### config.mk
export PLATFORM = sky130hd
export DESIGN_NAME = sprite_frame_scheduler
export DESIGN_NICKNAME = d
export VERILOG_FILES = /design/src/rtl/sprite_frame_scheduler.sv
export SDC_FILE = /design/constraint.sdc
export NUM_CORES = 1
export LEC_CHECK = 0
export CAP_MARGIN = 20
export CORE_UTILIZATION = 25
export CTS_CLUSTER_SIZE = 40
export DETAILED_ROUTE_END_ITERATION = 16
export PLACE_DENSITY = 0.58
export SETUP_SLACK_MARGIN = 0.1
export SYNTH_ARGS = -nofsm -noshare
export SYNTH_HDL_FRONTEND = slang
export SYNTH_SLANG_ARGS = --single-unit
### constraint.sdc
create_clock -name clock -period 2.6 [get_ports clock]
set_input_delay 0.52 -clock clock [delete_from_list [all_inputs] [get_ports clock]]
set_output_delay 0.52 -clock clock [all_outputs]
set_load 0.05 [all_outputs]
### src/rtl/sprite_frame_scheduler.sv
// sprite_frame_scheduler
//   Per-frame controller that shares the single vga_adapter plot port among
//   N_SPRITES sprite drawers. Each frame tick runs an erase pass over the
//   active slots, one move pulse, and then a draw pass over the same slots.
//
//   Optional build macro: SPRITE_SCHED_TIMEOUT_EN
//     When it is defined, a per-slot WAIT watchdog skips any drawer that has
//     not finished within TIMEOUT cycles, and sets the sticky timeout_err port.
//     When it is not defined, there is no watchdog and no timeout_err port.
//
//   Ports
//     clock, resetn            system clock; asynchronous active-low reset
//     frame_tick               one-cycle frame pulse
//     active[N]                per-slot enable, latched at frame start
//     drw_x/y/colour/valid     per-slot pixel stream (slot i at [W*i +: W])
//     drw_done[N]              slot has finished its sprite
//     drw_start[N]             one-hot, one-cycle start pulse to the granted slot
//     erase                    high for the whole erase pass
//     move_en                  one-cycle advance pulse between the passes
//     vga_x/y/colour/plot      registered plot port to vga_adapter
//     busy                     high while a frame is in progress
//     overrun                  sticky: a frame tick was lost
//     timeout_err              sticky watchdog flag (macro builds only)
module sprite_frame_scheduler #(
  parameter int unsigned N_SPRITES    = 4,
  parameter int unsigned IDX_W        = 3,
  parameter logic [2:0]  ERASE_COLOUR = 3'b000,
  parameter int unsigned TIMEOUT      = 255
) (
  input  logic                   clock,
  input  logic                   resetn,
  input  logic                   frame_tick,
  input  logic [N_SPRITES-1:0]   active,
  input  logic [8*N_SPRITES-1:0] drw_x,
  input  logic [7*N_SPRITES-1:0] drw_y,
  input  logic [3*N_SPRITES-1:0] drw_colour,
  input  logic [N_SPRITES-1:0]   drw_valid,
  input  logic [N_SPRITES-1:0]   drw_done,
  output logic [N_SPRITES-1:0]   drw_start,
  output logic                   erase,
  output logic                   move_en,
  output logic [7:0]             vga_x,
  output logic [6:0]             vga_y,
  output logic [2:0]             vga_colour,
  output logic                   vga_plot,
  output logic                   busy,
  output logic                   overrun
`ifdef SPRITE_SCHED_TIMEOUT_EN
  ,
  output logic                   timeout_err
`endif
);

  localparam int unsigned X_W     = 8;
  localparam int unsigned Y_W     = 7;
  localparam int unsigned C_W     = 3;
  localparam int unsigned SCR_W   = 160;
  localparam int unsigned SCR_H   = 120;
  localparam logic        PH_ERASE = 1'b0;
  localparam logic        PH_DRAW  = 1'b1;
  localparam logic [IDX_W-1:0] LAST_IDX = IDX_W'(N_SPRITES - 1);

  // Reject configurations the index or watchdog cannot represent.
  if (N_SPRITES < 1 || N_SPRITES > 8 || (N_SPRITES - 1) >= (1 << IDX_W) ||
      TIMEOUT < 1 || TIMEOUT > 255) begin : g_bad_cfg
    $error("sprite_frame_scheduler: invalid parameter set");
  end

  typedef enum logic [2:0] {
    S_IDLE  = 3'd0,
    S_SEL   = 3'd1,
    S_START = 3'd2,
    S_WAIT  = 3'd3,
    S_MOVE  = 3'd4
  } state_t;

  state_t                 state, state_n, end_state;
  logic [IDX_W-1:0]       idx, idx_n;
  logic                   phase, phase_n;
  logic [N_SPRITES-1:0]   active_q, active_q_n;
  logic                   pending, pending_n;
  logic                   overrun_n;

  logic                   sel_active, sel_valid, sel_done;
  logic [X_W-1:0]         sel_x;
  logic [Y_W-1:0]         sel_y;
  logic [C_W-1:0]         sel_colour;
  logic                   last, wait_exit;

  logic [N_SPRITES-1:0]   drw_start_d;
  logic                   erase_d, move_en_d, busy_d, plot_d, pos_load;
  logic [C_W-1:0]         colour_d;

  // Slot multiplexer: everything the FSM and plot path need from slot idx.
  always_comb begin
    sel_active = 1'b0;
    sel_valid  = 1'b0;
    sel_done   = 1'b0;
    sel_x      = '0;
    sel_y      = '0;
    sel_colour = '0;
    for (int i = 0; i < int'(N_SPRITES); i++) begin
      if (idx == IDX_W'(i)) begin
        sel_active = active_q[i];
        sel_valid  = drw_valid[i];
        sel_done   = drw_done[i];
        sel_x      = drw_x[X_W*i +: X_W];
        sel_y      = drw_y[Y_W*i +: Y_W];
        sel_colour = drw_colour[C_W*i +: C_W];
      end
    end
  end

  assign last      = (idx == LAST_IDX);
  assign end_state = (phase == PH_ERASE) ? S_MOVE : S_IDLE;

`ifdef SPRITE_SCHED_TIMEOUT_EN
  // WAIT watchdog: counts cycles spent on the current slot.
  logic [7:0] wdog;
  logic       timeout_hit;

  assign timeout_hit = (state == S_WAIT) && (wdog == 8'(TIMEOUT - 1));
  assign wait_exit   = sel_done | timeout_hit;

  always_ff @(posedge clock or negedge resetn) begin
    if (!resetn) begin
      wdog        <= '0;
      timeout_err <= 1'b0;
    end else begin
      wdog        <= (state == S_WAIT && state_n == S_WAIT) ? wdog + 8'd1 : 8'd0;
      timeout_err <= timeout_err | (timeout_hit & ~sel_done);
    end
  end
`else
  assign wait_exit = sel_done;
`endif

  // State register plus all registered outputs.
  always_ff @(posedge clock or negedge resetn) begin
    if (!resetn) begin
      state      <= S_IDLE;
      idx        <= '0;
      phase      <= PH_ERASE;
      active_q   <= '0;
      pending    <= 1'b0;
      overrun    <= 1'b0;
      drw_start  <= '0;
      erase      <= 1'b0;
      move_en    <= 1'b0;
      busy       <= 1'b0;
      vga_plot   <= 1'b0;
      vga_x      <= '0;
      vga_y      <= '0;
      vga_colour <= '0;
    end else begin
      state     <= state_n;
      idx       <= idx_n;
      phase     <= phase_n;
      active_q  <= active_q_n;
      pending   <= pending_n;
      overrun   <= overrun_n;
      drw_start <= drw_start_d;
      erase     <= erase_d;
      move_en   <= move_en_d;
      busy      <= busy_d;
      vga_plot  <= plot_d;
      if (pos_load) begin
        vga_x      <= sel_x;
        vga_y      <= sel_y;
        vga_colour <= colour_d;
      end
    end
  end

  // Next-state logic and frame-tick bookkeeping.
  always_comb begin
    state_n    = state;
    idx_n      = idx;
    phase_n    = phase;
    active_q_n = active_q;
    pending_n  = pending;
    overrun_n  = overrun;

    // A tick that cannot start a frame now is remembered; a second one is lost.
    if (frame_tick) begin
      if (pending)         overrun_n = 1'b1;
      if (state != S_IDLE) pending_n = 1'b1;
    end

    unique case (state)
      S_IDLE: begin
        if (frame_tick || pending) begin
          active_q_n = active;
          idx_n      = '0;
          phase_n    = PH_ERASE;
          pending_n  = 1'b0;
          state_n    = S_SEL;
        end
      end
      S_SEL: begin
        if (sel_active)  state_n = S_START;
        else if (last)   state_n = end_state;
        else             idx_n   = idx + IDX_W'(1);
      end
      S_START: state_n = S_WAIT;
      S_WAIT: begin
        if (wait_exit) begin
          if (last) begin
            state_n = end_state;
          end else begin
            idx_n   = idx + IDX_W'(1);
            state_n = S_SEL;
          end
        end
      end
      S_MOVE: begin
        phase_n = PH_DRAW;
        idx_n   = '0;
        state_n = S_SEL;
      end
      default: state_n = S_IDLE;
    endcase
  end

  // Output decode; control outputs look ahead at the next state so the
  // registered copies line up with the state they describe.
  always_comb begin
    busy_d      = (state_n != S_IDLE);
    erase_d     = busy_d && (phase_n == PH_ERASE);
    move_en_d   = (state_n == S_MOVE);
    drw_start_d = '0;
    for (int i = 0; i < int'(N_SPRITES); i++) begin
      drw_start_d[i] = (state_n == S_START) && (idx_n == IDX_W'(i));
    end
    pos_load = (state == S_WAIT);
    plot_d   = pos_load && sel_valid &&
               (sel_x < X_W'(SCR_W)) && (sel_y < Y_W'(SCR_H));
    colour_d = (phase == PH_ERASE) ? ERASE_COLOUR : sel_colour;
  end

endmodule

# Word level (Yosys, flattened, before mapping)
# Index checks and enable logic that the tools add are counted.
[totals]
ff_bits = 39
input_bits = 87
[classes]
muxes = 43
reduce_logical = 16
eq_ne = 12
addsub = 1
n_lt_le_gt_ge = 2
bitwise = 1
[ops]
columns = ["op", "count"]
rows = [
  ["3-bit 2-to-1 mux", 15],
  ["8-bit 2-to-1 mux", 4],
  ["7-bit 2-to-1 mux", 4],
  ["3-bit by 2-bit == test with 1-bit output (second input constant)", 7],
  ["1-bit 2-to-1 mux", 17],
  ["3-bit case mux with 5 select lines", 1],
  ["3-bit case mux with 4 select lines", 1],
  ["3-bit by 1-bit == test with 1-bit output (second input constant)", 3],
  ["3-bit logical NOT", 3],
  ["1-bit logical AND", 8],
  ["8-bit less-than comparator (second input constant)", 1],
  ["7-bit less-than comparator (second input constant)", 1],
  ["3-bit == test (second input constant)", 2],
  ["3-bit nonzero test", 2],
  ["2-bit AND reduction", 2],
  ["3-bit by 1-bit adder with 3-bit output (second input constant)", 1],
  ["1-bit case mux with 2 select lines", 1],
  ["1-bit logical OR", 1],
  ["1-bit NOT", 1],
]

# Depth between registers and ports, before layout
# Gate-level depths: netlist (run 1).
[logic_depth]
ltp_word = 9
depth_mapped = 9

# Worst setup path after synthesis (run 1)
# Ideal clock, no wire load.
[synth_path]
path_type = "reg2reg"
startpoint = "reg idx[1]"
endpoint = "reg busy"
period_less_slack_ns = 2.161
arrival_ns = 2.030
n_path_buf = 0
t_required_ns = 2.469
path_stages_with_launch = 8
setup_time_ns = 0.131
slack_ns = 0.439
cell_sequence = "dfrtp_1 -> inv_1 -> ha_1 -> and3b_1 -> a2111oi_2 -> nor2_1 -> o21a_1 -> or3_1"
[synth_between]
elab_chain_cells = 8
word_cells_on_any_way = 18
cone_classes = "eq/ne (3); mux (13); reduce/logical (2)"
[synth_lines]
columns = ["item", "line_no", "rtl"]
rows = [
  ["start, declared", "78", "logic [IDX_W-1:0] idx, idx_n;"],
  ["start signal, assigned", "157", "idx <= idx_n;"],
  ["3-bit logical NOT", "103", "if (idx == IDX_W'(i)) begin"],
  ["1-bit 2-to-1 mux (4 in series)", "103", ""],
  ["3-bit 2-to-1 mux (on tied branches)", "207, 201", ""],
  ["3-bit case mux with 5 select lines (*)", "190", "unique case (state)"],
  ["named net state_n[2]", "77", "state_t state, state_n, end_state;"],
  ["3-bit nonzero test (*)", "228", "busy_d = (state_n != S_IDLE);"],
  ["named net busy_d", "91", "logic erase_d, move_en_d, busy_d, plot_d, pos_load;"],
  ["end signal, assigned", "165", "busy <= busy_d;"],
  ["end, declared", "46", "output logic busy,"],
]
# The timed path passes the listed nets; every way through them passes the cells marked *.
# A chain may end at the register's enable or synchronous reset.

# Worst setup path in the final report (run 1)
# Same ends and word-level chain as after synthesis.

==> reports/qor.yml, run 1 <==
status:
  status: "completed"
setup_path:
  worstSetupPathType: "reg2reg"
  critPathLaunchType: "flop"
  timing.rr.start: "idx[1]"
  crit_family: "simple AND/OR/NAND/NOR gates"
  worstPathBufferInverterCount: 1
  critPathSlowestCell: "dfrtp_1"
  crit_arrival_ns: 2.53
  critPathCaptureType: "flop"
  path_cells: "inv_1 > ha_2 > and3b_1 > a2111oi_2 > nor2_1 > o21a_1 > or3_1"
  crit_fanout: 9
  max_stage_delay_ns: 0.45
  crit_required_ns: 2.77
  crit_start: "idx[1]"
global_route:
  grt.total_usage: 0.154
  grt_pass1_vias: 2436
  antenna_found_initial: 0
  grt_pass1_wl_mm: 12.1
  gr-total-overflow: 0
  grt_max_degree: 40
yosys:
  yosys-top-cells-area: "dfrtp_1, o21ai_0, nand2_1"
  postSynthAreaPerCell_um2: 8.56
  ys_ff_latch: 39
  synth_ff_type: "dfrtp_1"
  ys_seq_area_frac: 0.413
  synth_top_area_share: 0.413
  synthesis.nets: 367
  synth_cell_types: 44
  postSynthCellCount: 276
  synth_area_leader_cell: "dfrtp_1"
  synth_edf_count: 0
  async_flop_share: 1.00
  yosysWarnings: 0
  syn-cell-area_mm2: 0.00236
routing:
  vias: 2420
  drt_iter0_drc: 79
  dr_wl_met3_um: 578
  drtAntennaViolNets: 0
  wl_per_cell_um: 15.2
  dr_wl_met2_mm: 3.45
  maxUsedRoutingLayer: "met4"
  met1_length_mm: 3.43
  first_pass_iters: 4
  post_drt_via_cell_ratio: 4.90
  drc: 0
  wl_mm: 7.51
floorplan:
  coreArea_mm2: 0.00920
  die_w_um: 99.2
  fp.dieArea_mm2: 0.00985
  start_util: 0.257
  rows: 35
  dieHeight_um: 99.2
  io_pins: 114
layout:
  fin_nets: 474
  synthToLayoutAreaGrowth_pct: 56.6
  layout_common_cells: "clkdlybuf4s50_1, dfrtp_1, nand2_1, o21ai_0, nor2_1"
  antenna-diode-count: 0
  final_cell_area_mm2: 0.00370
  layout_commonest_cell: "clkdlybuf4s50_1"
  layout-drive-gt1-share: 0.0809
  final_core_util: 0.402
timing:
  finClkSkew_ns: 0.00472
  period_needed_ns: 2.35
  setup_tns_ns: 0
  setup_violations: 0
  relSlewSlack: 0.408
  finalCritPeriodShare: 0.905
  worst_pin_slew_ns: 0.888
  fin_ws_ns: 0.247
  slew_violations: 0
  rsz0062_at_grt: "false"
  hold_violations: 0
  fmax_mhz: 425
clock_network:
  cts_buffers: 5
  htreeDepth: 2
  cts_root_buf: "clkbuf_8"
  clkLatencyLatePin_ns: 0.29
  clock_sinks: 39
  cts.clk_slew.worst_paths_ns: 0.07
  hold_buffers: 0
  clk_path_buf_depth: 2
  cts_tree: "built"
power:
  switching_power_mw: 1.99
  clock_power_share: 0.101
  power_frac_comb: 0.654
  seq_power_share: 0.245
  leakagePower_nw: 1.51
  p_int_mw: 2.18
  ir_drop_mv: 0.312
  total_power_mw: 4.17
  switching_share: 0.478
  powerDensity_mw_per_mm2: 1130
placed_design:
  portBuffers: 113
  placed_area_mm2: 0.00361
  hpwl_mm: 5.76
  post-place-ws_ns: 0.191
  gp_congestion: 0.866
hold_path:
  hold_class: "in2async"
job:
  maxCapViolCount: 0
[layout make-up]
class                           instances  area [µm²]
Clock buffer                            6        82.6
Clock inverter                          1        5.00
Fill cell                             953        5500
Inverter                               11        41.3
Multi-Input combinational cell        204        1260
Sequential cell                        39         976
Tap cell                              111         139
Timing Repair Buffer                  122        1190
[sequential cells by signal, summed over array words and instances (netlist names), 3 cells and up]
| register | count |
|---|---|
| vga_x | 8 |
| vga_y | 7 |
| active_q | 4 |
| drw_start | 4 |
| idx | 3 |
| state | 3 |
| vga_colour | 3 |
[final timing paths]
| path | endpoint | depth (start not counted) | slack [ns] |
|---|---|---|---|
| worst max register to register | busy | 7 | 0.25 |
| worst min-delay path | idx[1] | 1 | 0.35 |
| worst max-delay path | busy | 7 | 0.25 |
| min in group clock | overrun | 1 | 0.47 |
| max in group asynchronous | vga_y[5] | 1 | 1.70 |
| worst min register to register | overrun | 1 | 0.47 |
[synthesized netlist by cell type (all sizes together) (3+ instances only)]
cell / count
a221oi: 11
nor2b: 5
nand2b: 4
nand2: 31
mux2: 3
a21o: 9
a221o: 5
inv: 11
a2111oi: 3
buf: 6
o21ai: 29
ha: 4
a21oi: 23
o21a: 3
o22ai: 4
nand3b: 8
clkbuf: 16
dfrtp: 39
nor2: 24
nor3: 12
nor3b: 5
[power groups by stage]
stage               clock network (mW)  logic (mW)  registers (mW)
floorplan                            0        1.45            1.48
global placement                     0        2.72            1.02
detailed placement                   0        2.75            1.03
CTS                              0.439        2.75            1.02
global route                     0.465        2.98            1.06
finish                           0.422        2.73            1.02
[kinds of logic (layout without fill, tap and decap cells)]
logic type | Yosys count | after routing | synth area share
compound gates | 98 | 98 | 0.282
fa+ha+maj | 4 | 4 | 0.0212
buf+inv | 33 | 140 | 0.0566
flops | 39 | 39 | 0.413
mux | 3 | 3 | 0.0143
simple gates | 99 | 99 | 0.213
[what timing repair did]
| item | in CTS | in global routing |
|---|---|---|
| gates resized for setup | 0 | 3 |
| setup endpoints to repair | 0 | 12 |
| setup buffers | 0 | 0 |
| endpoints found under the hold margin | 0 | 0 |
[worst reg2reg max path, cell delays in order, from the launching register on]
cell and delay [ns]:
dfrtp_1 0.45, inv_1 0.17, ha_2 0.29, and3b_1 0.22, a2111oi_2 0.38, nor2_1 0.16
o21a_1 0.23, or3_1 0.34
[metal layers]
| metal | track usage | vias up |
|---|---|---|
| met5 | 0 | - |
| met4 | 0.0271 | 0 |
| met3 | 0.0429 | 7 |
| met2 | 0.263 | 91 |
| met1 | 0.195 | 1102 |
| li1 | - | 1220 |
[stage by stage]
step	hold slack (ns)	std cells
5_1_grt	0.427	494
4_1_cts	0.391	494
3_3_place_gp	0.439	487
6_report	0.352	494
3_5_place_dp	0.445	487
2_1_floorplan	0.224	276
Power figures use the tool's default switching activity.
==> run 2: changes to the inputs <==
ABC_AREA = 0   (was unset)
CTS_CLUSTER_SIZE = 14   (was 40)
==> results of run 2 <==
No change in the layout: final DEF, timing and power equal those of run 1.
==> RTL change 1, RTL diff (flow settings as in run 1) <==
Register the output `vga_x` once more, with the module's reset; this adds one clock of latency there. The other outputs are not delayed to match. Comments in the files are not updated.
--- a/src/rtl/sprite_frame_scheduler.sv
+++ b/src/rtl/sprite_frame_scheduler.sv
@@ -61,4 +61,6 @@
   localparam logic [IDX_W-1:0] LAST_IDX = IDX_W'(N_SPRITES - 1);
 
+  logic [7:0] vga_x_s0;
+
   // Reject configurations the index or watchdog cannot represent.
   if (N_SPRITES < 1 || N_SPRITES > 8 || (N_SPRITES - 1) >= (1 << IDX_W) ||
@@ -150,5 +152,5 @@
       busy       <= 1'b0;
       vga_plot   <= 1'b0;
-      vga_x      <= '0;
+      vga_x_s0   <= '0;
       vga_y      <= '0;
       vga_colour <= '0;
@@ -166,5 +168,5 @@
       vga_plot  <= plot_d;
       if (pos_load) begin
-        vga_x      <= sel_x;
+        vga_x_s0   <= sel_x;
         vga_y      <= sel_y;
         vga_colour <= colour_d;
@@ -239,4 +241,12 @@
   end
 
+  always_ff @(posedge clock or negedge resetn) begin
+    if (!resetn) begin
+      vga_x <= '0;
+    end else begin
+      vga_x <= vga_x_s0;
+    end
+  end
+
 endmodule
 
Behaviour: not the same (Yosys sat finds a counterexample within 10 cycles, from zero or initial values and one cycle with resetn low).
==> RTL change 1 against run 1 <==
- synthesized area rose by 8.5%
- largest power group unchanged
- sequential cell count rose by 8
- highest routed layer unchanged
- combinational power grew 1%
- worst setup slack improved by 48 ps
- cell area rose by 6.5%
- clock skew barely moved
- die area rose by 8.3%
- critical path depth did not move
- wire length up 5.8%
- largest cell class unchanged
- power up 5.9%
==> RTL change 1: results <==
setup_path:
  crit_path_max_fanout: 8
  critPathSlowestCell: "sky130_fd_sc_hd__a2111oi_2"
  crit_path_max_incr_delay_ps: 390
  worst-endpoint-arrival_ps: 2490
finish:
  layout_top_registers: "vga_x x8, vga_x_s0 x8, vga_y x7"
  design.final.nets: 483
  num_antenna_cells: 0
  final_layout_size_suffix_gt1_share_pct: 8.40
grt:
  grt_overflow_total: 0
  antenna_found_initial: 0
  grt_first_pass_wirelength_mm: 12.4
  global_route.usage.total_pct: 15.3
  pin_count_of_the_biggest_net_entering_global_routing: 34
power_and_ir_drop:
  p_leak_uw: 0.00161
  ir_worst_vdd_v: 0.000343
routing:
  num_vias: 2507
  totalWireLength_mm: 7.95
  drt-initial-drc-count: 104
  detail_route.first_pass.iterations: 4
synthesis:
  synth_warnings: 0
  netlist-cell-type-count: 44
  postSynthNetCount: 375
  synth.cells.most_frequent: "sky130_fd_sc_hd__dfrtp_1 (47), sky130_fd_sc_hd__nand2_1 (31), sky130_fd_sc_hd__o21ai_0 (27), sky130_fd_sc_hd__nor2_1 (24), sky130_fd_sc_hd__a21oi_1 (23)"
  share_of_synthesized_registers_carrying_an_async_set_or_reset_pct: 100
  synth.area.top_cells: "sky130_fd_sc_hd__dfrtp_1 (46%), sky130_fd_sc_hd__o21ai_0 (5.3%), sky130_fd_sc_hd__nand2_1 (4.5%), sky130_fd_sc_hd__a21oi_1 (4.5%), sky130_fd_sc_hd__a221oi_1 (3.8%)"
  seq_area_frac_synth_pct: 45.9
place:
  port_buffers: 113
  gp_congestion: 0.808
  place_hpwl_mm: 6.05
clock_network:
  post_cts_repair_timing_setup_buffer_count: 0
  cts.htree.levels: 2
  clock_root_buffer: "sky130_fd_sc_hd__clkbuf_8"
  cts.reportedPaths.clkPinSlew_ps: 90
  cts_buffer_depth: 2
  worstSkewPairLatency_ps: 300
  cts-buffers-inserted: 5
status:
  outcome: "completed"
worst_hold_path:
  min_path_type: "input pin to asynchronous set/reset pin"
sta:
  finalClockSkew_ps: 4.45
  timing.slew.headroom_pct: 37.5
==> RTL change 1: cell count changes after synthesis <==
cell | before | now
sky130_fd_sc_hd__dfrtp_1 | 39 | 47
==> RTL change 1: path summary, 6_finish.rpt <==
path	end	cells past startpoint	slack [ps]	start
min in group clock	vga_x[7]$_DFF_PN0_	0	380	vga_x_s0[7]$_DFFE_PN0P_
min reg2reg	vga_x[7]$_DFF_PN0_	0	380	vga_x_s0[7]$_DFFE_PN0P_
max reg2reg	busy$_DFF_PN0_	7	290	idx[1]$_DFF_PN0_
max in group asynchronous	vga_colour[0]$_DFFE_PN0P_	2	1920	resetn
min	overrun$_DFFE_PN0P_	1	120	resetn
max	busy$_DFF_PN0_	7	290	idx[1]$_DFF_PN0_
==> RTL change 1: power by group <==
part	total [uW]	leakage [uW]	switching (uW)	internal (uW)
sequential	1200	0.000595	181	1020
clock	452	0.0000408	259	192
combinational	2770	0.000975	1640	1130
total	4420	0.00161	2080	2340
==> RTL change 1: cell type report <==
type	count	area, sq um
clock buffers	5	68.8
clock inverters	3	23.8
fillers	1004	5920
inverters	11	41.3
multi-input cells	204	1260
flip-flops and latches	47	1180
well taps	133	166
repair buffers	123	1200
==> RTL change 1: logic make-up (layout without fill, tap and decap cells) <==
group / Yosys count / count (layout) / synth area share, %
mux: 3 / 3 / 1.32
compound gates: 98 / 98 / 26.0
flops: 47 / 47 / 45.9
buf+inv: 33 / 142 / 5.22
simple gates: 99 / 99 / 19.7
fa+ha+maj: 4 / 4 / 1.95
==> RTL change 1: what timing repair did <==
item                                    in CTS  in global routing
hold buffers                                 0                  0
gates resized for setup                      0                  3
endpoints found under the setup margin       0                 10
==> RTL change 1: through the flow <==
stage                     std cells  hold slack [ps]  setup slack (ps)  total power, uW  instance area [sq um]
after global placement          518              361               269             3960                   3840
after CTS                       526              135               209             4470                   3930
after global routing            526              133               107             4780                   3940
final                           526              119               295             4420                   3940
after detailed placement        518              358               223             4000                   3840
after floorplan                 284              224               439             3120                   2560
==> RTL change 1: per-layer routing <==
metal,track usage [%],wire length (um),vias up
li1,-,-,1233
met1,19.2,3590,1185
met2,26.2,3710,83
met3,3.76,562,6
met4,4.44,87,0
met5,0,0,-
==> RTL change 1: worst max-delay path, delay by kind of cell, from the launching register on <==
family                     cells  cell delay, ps
AOI/OAI and AO/OA              2             620
adders and majority gates      1             300
buffers and inverters          1             140
DFF                            1             380
and+or+nand+nor                3             750
==> RTL change 2, RTL diff (config.mk and constraints of run 1) <==
Without the edit above. The option `SPRITE_SCHED_TIMEOUT_EN` is turned on by a define.
--- a/src/rtl/sprite_frame_scheduler.sv
+++ b/src/rtl/sprite_frame_scheduler.sv
@@ -22,4 +22,6 @@
 //     overrun                  sticky: a frame tick was lost
 //     timeout_err              sticky watchdog flag (macro builds only)
+`define SPRITE_SCHED_TIMEOUT_EN
+
 module sprite_frame_scheduler #(
   parameter int unsigned N_SPRITES    = 4,
Formal check against the unedited RTL (old outputs only; new: timeout_err): same outputs for any inputs over 10 cycles, from zero or initial values and one cycle with resetn low; that may be too few to reach the edited logic, so the function may still have changed.
==> RTL change 2 against run 1 <==
- via count up 9.3%
- worst setup slack better by 44 ps
- wire length up 10%
- final cell count up 12%
- power up 3.6%
- synthesized area up 17%
- sequential cell count up 9
- cell area up 12%
==> RTL change 2: results <==
routing:
  wl_met3_um: 466
  totalWireLength_mm: 8.28
  total_routed_wire_length_on_the_met1_layer_mm: 3.58
  met2_length_mm: 4.09
  drt-initial-drc-count: 105
synthesis:
  synth.area.top_cells: "sky130_fd_sc_hd__dfrtp_1 (43%), sky130_fd_sc_hd__a211oi_1 (4.1%), sky130_fd_sc_hd__nand2_1 (4.1%), sky130_fd_sc_hd__nor2_1 (3.8%), sky130_fd_sc_hd__a22oi_1 (3.2%)"
  synth_largest_area_cell: "sky130_fd_sc_hd__dfrtp_1"
  post_synth_xor_area_fraction_pct: 1.89
  share_of_synthesized_registers_carrying_an_async_set_or_reset_pct: 100
  seq_area_frac_synth_pct: 43.3
  synth_fa_ha_area_share_pct: 2.71
  synth.cells.most_frequent: "sky130_fd_sc_hd__dfrtp_1 (48), sky130_fd_sc_hd__nand2_1 (30), sky130_fd_sc_hd__nor2_1 (28), sky130_fd_sc_hd__a21oi_1 (16), sky130_fd_sc_hd__o21ai_1 (16)"
  synth.mux.area_fraction_pct: 2.44
  synth_compound_area_share_pct: 23.3
  netlist-cell-type-count: 53
  synth_largest_type_area_fraction_pct: 43.3
  postSynthNetCount: 397
grt:
  global_route.usage.total_pct: 14.4
  grt_first_pass_wirelength_mm: 13.1
  pin_count_of_the_biggest_net_entering_global_routing: 49
  groute.layer.met1.usage_pct: 17.6
  grt_met3_usage_pct: 2.54
place:
  port_buffers: 114
  pre_cts_slack_ps: 317
  gp_congestion: 0.886
  place_hpwl_mm: 6.40
power_and_ir_drop:
  power_report.internal_total_uw: 2290
  clockNetworkPower_uw: 483
  pwr.group.sequential_uw: 1180
  p_leak_uw: 0.00172
  comb_cell_power_uw: 2660
  ir_worst_vdd_v: 0.000399
finish:
  filler_cell_count: 1125
  design.final.nets: 507
  layout_top_registers: "vga_x x8, wdog x8, vga_y x7"
  final_layout_size_suffix_gt1_share_pct: 7.95
sta:
  timing_worst_slew_pin_value_ps: 611
  finalClockSkew_ps: 9.50
  fmaxAchievable_ghz: 0.433
setup_path:
  crit_path_max_fanout: 12
  ff_to_ff_setup_slack_ps: 290
clock_network:
  worstSkewPairLatency_ps: 310
  cts.reportedPaths.clkPinSlew_ps: 90
status:
  outcome: "completed"
==> RTL change 2: critical path, cell delays in order (launching register included) <==
cell and delay (ps):
sky130_fd_sc_hd__dfrtp_1 460, sky130_fd_sc_hd__inv_1 160, sky130_fd_sc_hd__ha_1 420, sky130_fd_sc_hd__buf_4 240, sky130_fd_sc_hd__nand3b_1 140, sky130_fd_sc_hd__nand2_1 90
sky130_fd_sc_hd__and3b_1 250, sky130_fd_sc_hd__o21ai_1 290, sky130_fd_sc_hd__nand3_1 130
==> RTL change 2: logic make-up (layout without fill, tap and decap cells) <==
kind of cell,after synthesis,after routing
buffers and inverters,29,140
AOI/OAI and AO/OA,97,97
xor gates and xnor gates,6,6
muxes,6,6
and+or+nand+nor,112,112
DFF,48,48
adders and majority gates,6,6
==> RTL change 2: through the flow <==
step,instance area (sq um),utilization (%),instances
after global routing,4150,38.2,555
after CTS,4150,38.2,555
after floorplan,2770,-,304
final,4150,38.2,555
after global placement,4050,37.4,547
after detailed placement,4050,37.4,547
==> RTL change 2: worst min-delay path by stage <==
stage                        startpoint                       to  slack [ps]  cells past startpoint
finish                           resetn     vga_x[2]$_DFFE_PN0P_         300                      2
global route                     resetn     vga_x[2]$_DFFE_PN0P_         360                      2
CTS                              resetn     vga_x[0]$_DFFE_PN0P_         330                      2
detailed placement  overrun$_DFFE_PN0P_      overrun$_DFFE_PN0P_         450                      1
global placement    overrun$_DFFE_PN0P_      overrun$_DFFE_PN0P_         450                      1
floorplan                        resetn  active_q[0]$_DFFE_PN0P_         220                      0
==> RTL change 2: final cells by class <==
cell class	count	area [sq um]	share of cell area, %
well taps	140	175	4.23
flip-flops and latches	48	1200	29.0
repair buffers	124	1210	29.2
clock inverters	2	13.8	0.332
clock buffers	6	82.6	1.99
multi-input cells	227	1430	34.5
inverters	8	30.0	0.724
